### config.mk
export PLATFORM = sky130hd
export DESIGN_NAME = compare_arbiter_ctrl
export DESIGN_NICKNAME = d
export VERILOG_FILES = /design/src/rtl/compare_arbiter_ctrl.sv
export SDC_FILE = /design/constraint.sdc
export NUM_CORES = 1
export LEC_CHECK = 0
export CAP_MARGIN = 20
export CORE_ASPECT_RATIO = 1.2
export CORE_MARGIN = 3
export CORE_UTILIZATION = 35
export DETAILED_ROUTE_END_ITERATION = 6
export GPL_ROUTABILITY_DRIVEN = 0
export HOLD_SLACK_MARGIN = 0.08
export PLACE_DENSITY_LB_ADDON = 0.2
export SLEW_MARGIN = 20
export SYNTH_ARGS = -nofsm -noshare
export SYNTH_HDL_FRONTEND = slang
export SYNTH_SLANG_ARGS = --single-unit
export TNS_END_PERCENT = 10
### constraint.sdc
create_clock -name clock -period 3.11 [get_ports clock]
set_clock_uncertainty 0.1 [all_clocks]
set_input_delay 0.933 -clock clock [delete_from_list [all_inputs] [get_ports clock]]
set_output_delay 0.933 -clock clock [all_outputs]
set_load 0.005 [all_outputs]
### src/rtl/compare_arbiter_ctrl.sv
// compare_arbiter_ctrl
//
// Two-requester round-robin arbiter in front of a bit-serial magnitude
// comparator. In IDLE the winning requester's operands are captured. SCAN
// then walks them MSB-first, one bit per cycle, and stops early at the first
// differing bit. DONE presents the result for exactly one cycle.
//
// Ports:
//   clock          rising-edge clock for all state
//   reset          asynchronous, active-low reset
//   req[1:0]       request vector, bit i from requester i
//   a0/b0, a1/b1   operands of requester 0 / 1, bits [size:1]
//   gnt[1:0]       registered one-hot grant, 00 when idle
//   busy           high whenever the FSM is not in IDLE
//   done           one-cycle result-valid pulse (DONE state)
//   done_id        requester whose result is on the result outputs
//   a_gt_b/a_lt_b/a_eq_b  registered comparison result, held until next DONE
module compare_arbiter_ctrl #(
  parameter int size = 8
) (
  input  logic            clock,
  input  logic            reset,
  input  logic [1:0]      req,
  input  logic [size:1]   a0,
  input  logic [size:1]   b0,
  input  logic [size:1]   a1,
  input  logic [size:1]   b1,
  output logic [1:0]      gnt,
  output logic            busy,
  output logic            done,
  output logic            done_id,
  output logic            a_gt_b,
  output logic            a_lt_b,
  output logic            a_eq_b
);

  localparam int kw = $clog2(size + 1);
  localparam logic [kw-1:0] k_init = kw'(size);
  localparam logic [kw-1:0] k_last = kw'(1);

  typedef enum logic [1:0] {
    IDLE,
    SCAN,
    DONE
  } state_t;

  state_t        state;
  state_t        state_nxt;
  logic [size:1] op_a;
  logic [size:1] op_b;
  logic [kw-1:0] k;
  logic          ptr;
  logic          gnt_id;
  logic          winner;
  logic          bit_diff;

  // Round-robin pick: a lone requester always wins; on contention the
  // requester named by the pointer wins.
  always_comb begin
    winner = 1'b0;
    case (req)
      2'b01:   winner = 1'b0;
      2'b10:   winner = 1'b1;
      2'b11:   winner = ptr;
      default: winner = 1'b0;
    endcase
  end

  assign bit_diff = op_a[k] ^ op_b[k];

  // State register.
  always_ff @(posedge clock or negedge reset) begin
    if (!reset) begin
      state <= IDLE;
    end else begin
      state <= state_nxt;
    end
  end

  // Next-state logic. SCAN exits on the first differing bit or after bit 1.
  always_comb begin
    state_nxt = state;
    case (state)
      IDLE: begin
        if (req != 2'b00) begin
          state_nxt = SCAN;
        end
      end
      SCAN: begin
        if (bit_diff || (k == k_last)) begin
          state_nxt = DONE;
        end
      end
      DONE: begin
        state_nxt = IDLE;
      end
      default: begin
        state_nxt = IDLE;
      end
    endcase
  end

  assign busy = (state != IDLE);
  assign done = (state == DONE);

  // Datapath: operand capture, grant, pointer, bit index and result regs.
  // Operands and req are only sampled in IDLE, so later input changes or a
  // dropped request cannot disturb an operation already in flight.
  always_ff @(posedge clock or negedge reset) begin
    if (!reset) begin
      gnt     <= 2'b00;
      gnt_id  <= 1'b0;
      ptr     <= 1'b0;
      op_a    <= '0;
      op_b    <= '0;
      k       <= k_init;
      done_id <= 1'b0;
      a_gt_b  <= 1'b0;
      a_lt_b  <= 1'b0;
      a_eq_b  <= 1'b0;
    end else begin
      case (state)
        IDLE: begin
          if (req != 2'b00) begin
            gnt    <= winner ? 2'b10 : 2'b01;
            gnt_id <= winner;
            ptr    <= ~winner;
            op_a   <= winner ? a1 : a0;
            op_b   <= winner ? b1 : b0;
            k      <= k_init;
          end
        end
        SCAN: begin
          if (bit_diff) begin
            a_gt_b  <= op_a[k];
            a_lt_b  <= ~op_a[k];
            a_eq_b  <= 1'b0;
            done_id <= gnt_id;
          end else if (k == k_last) begin
            a_gt_b  <= 1'b0;
            a_lt_b  <= 1'b0;
            a_eq_b  <= 1'b1;
            done_id <= gnt_id;
          end else begin
            k <= k - k_last;
          end
        end
        DONE: begin
          gnt <= 2'b00;
        end
        default: begin
          gnt <= 2'b00;
        end
      endcase
    end
  end

endmodule
==> flow_metrics.tcl <==
set metrics [dict create \
    status "complete, no violations" \
    drc 0 \
    drtPass1Iterations 4 \
    ys_warn_count 0 \
    synth_area_leaders "dfrtp_1 46%, a221o_1 11%, a21boi_0 7.6%, ha_1 3.2%, mux4_2 2.8%" \
    worstHoldStart "gnt_id" \
    min_path_cells 1 \
    fill_cells 411 \
    ys_seq_area_frac 0.474 \
    synthMostInstantiatedCell "dfrtp_1" \
    grt_use_total 0.152 \
    postRouteAntennaNets 0 \
    syn_to_final_growth_pct 32.9 \
    syn_area_sq_um 1590 \
    synth_cells 133 \
    grt_max_degree 31 \
    worst_slew_pin_slew_ps 630 \
    layout-drive-gt1-share 0.0977 \
    criticalPathCategory "reg -> reg" \
    crit_path_max_fanout 10 \
    path_clk_slew_ps 60 \
    cp.required_ps 3180 \
    die_h_um 79.8 \
    final_net_count 214 \
    place.port_buffers 43 \
    cts_resized 0 \
    reg2reg_slack_ps 260 \
    clock_latency_ps 280 \
    routedWlPerCell_um 15.7 \
    fin_cells 230 \
    fin_crit_ps 2850 \
    final.setup.tns_ps 0 \
    cts_tree "built" \
    syn_nets 173 \
    min_to "gnt_id" \
    synth_edf_count 0 \
    synth_top_area_frac 0.457 \
    r2r_end "k[2]" \
    slew_violations 0 \
    cts_buffers 5 \
    yosysTopAreaCell "dfrtp_1" \
    power_mw 1.94 \
    start_util 0.367 \
    vias_per_cell 5.42 \
    avgSynthCellArea_sq_um 11.9 \
    max_slew_margin 0.569 \
    hold_violations 0 \
    ctsLongestPathBuffers 2 \
    clock-root-buffer "clkbuf_8" \
    max_freq_mhz 351 \
    rr_worst_depth 6 \
    whs_ps 374 \
    min_path_type "reg -> reg" \
    startpoint_type "register" \
    coreArea_sq_um 4330 \
    antennaDiodeCount 0 \
    dieWidth_um 67.5 \
    setup.worst_path.end_class "register" \
    setup_violations 0 \
    die_area_sq_um 5380 \
    cts.sinks 30 \
    rows 26 \
    synth_flop_cell "dfrtp_1" \
    dp_cells 223 \
    grt.overflow.total 0 \
    synthDistinctLibCells 36 \
    pre_cts_ws_ps 285 \
    via_count 1246 \
    finalWirelength_mm 3.62 \
    drt_iter0_markers 50 \
    grt_pass1_vias 1290 \
    peakVddDrop_mv 0.333 \
    setup_ws_ps 261 \
    synth_top_cells_by_count "29 x dfrtp_1, 18 x a221o_1, 16 x a21boi_0" \
    grt_pass1_wl_mm 6.00 \
    rsz0062_at_grt "no" \
    async_flop_share 1.00 \
    cts-hold-fix-buffers 0 \
    cap_violations 0 \
    period_share 0.916 \
    ios 44 \
    arrival_ps 2920 \
    antenna_found_initial 0 \
    startpoint "k[0]" \
    r2r_start "k[0]" \
    dp_hpwl_mm 2.71 \
    ys_ff_latch 30 \
    p_per_area_nw_per_um2 919 \
    postCtsSetupBuffers 0 \
    p_leak_nw 0.871 \
    cts_max_level 2 \
]
-- metrics by stage --
stage | utilization | area, sq um
2_1_floorplan | - | 1590
3_3_place_gp | 0.470 | 2030
3_5_place_dp | 0.470 | 2030
4_1_cts | 0.488 | 2110
5_1_grt | 0.488 | 2110
6_report | 0.488 | 2110
-- logic make-up after synthesis --
family                     Yosys count  share of synthesized area
AOI/OAI and AO/OA                   52                      0.278
DFF                                 30                      0.474
and+or+nand+nor                     22                     0.0875
buffers and inverters               16                     0.0552
muxes                                8                     0.0686
adders and majority gates            4                     0.0315
xor gates and xnor gates             1                    0.00552
-- layout make-up --
cell class / instances / area (sq um) / area share
Inverter: 5 / 18.8 / 0.00889
Multi-Input combinational cell: 87 / 748 / 0.354
Timing Repair Buffer: 45 / 445 / 0.211
Tap cell: 56 / 70.1 / 0.0332
Sequential cell: 30 / 752 / 0.356
Clock buffer: 7 / 76.3 / 0.0362
-- power breakdown --
group          internal [mW]  leakage, nW  switching (mW)
combinational          0.512        0.459           0.403
sequential             0.580        0.374           0.155
clock                  0.154       0.0383           0.136
total                   1.25        0.871           0.694
-- worst max-delay path: stages (launching register included) --
cell and delay, ps:
dfrtp_1 570, mux4_2 570, a221o_1 320, ha_1 360, nand3b_1 190, nand2b_1 260
a311o_1 370
-- placed cells by master (no fill, tap or decap), types with 3 or more instances in the layout --
cell type and instances:
dfrtp_1 29, clkbuf_8 5, ha_1 4, nand2b_1 3, nand3b_1 3, a21oi_1 4, mux2_2 3, inv_1 5
a21boi_0 16, clkdlybuf4s50_1 43, mux2i_1 3, a221o_1 18
-- layer usage --
| layer | share of wire | wire length [um] | vias to the layer above | global-route usage |
|---|---|---|---|---|
| met1 | 0.42 | 1510 | 605 | 0.178 |
| met2 | 0.51 | 1840 | 38 | 0.253 |
| met5 | 0 | 0 | - | 0 |
| li1 | - | - | 595 | - |
| met3 | 0.054 | 194 | 8 | 0.0338 |
| met4 | 0.022 | 81 | 0 | 0.0791 |
-- how the worst max path moves through the flow --
stage                      end  slack [ps]  cells past startpoint
after floorplan           k[2]         520                      7
after global placement    k[2]         380                      6
after detailed placement  k[2]         290                      6
after CTS                 k[2]         260                      6
after global routing      k[2]         110                      7
final                     k[2]         260                      6
-- sequential cells by signal, indices dropped and copies added, names as in the netlist --
name and cells:
a_lt_b 1, gnt_id 1, state 2, done_id 1
ptr 1, k 4, gnt 2, a_gt_b 1
a_eq_b 1, op_a 8, op_b 8
(Power assumes the default switching activity.)
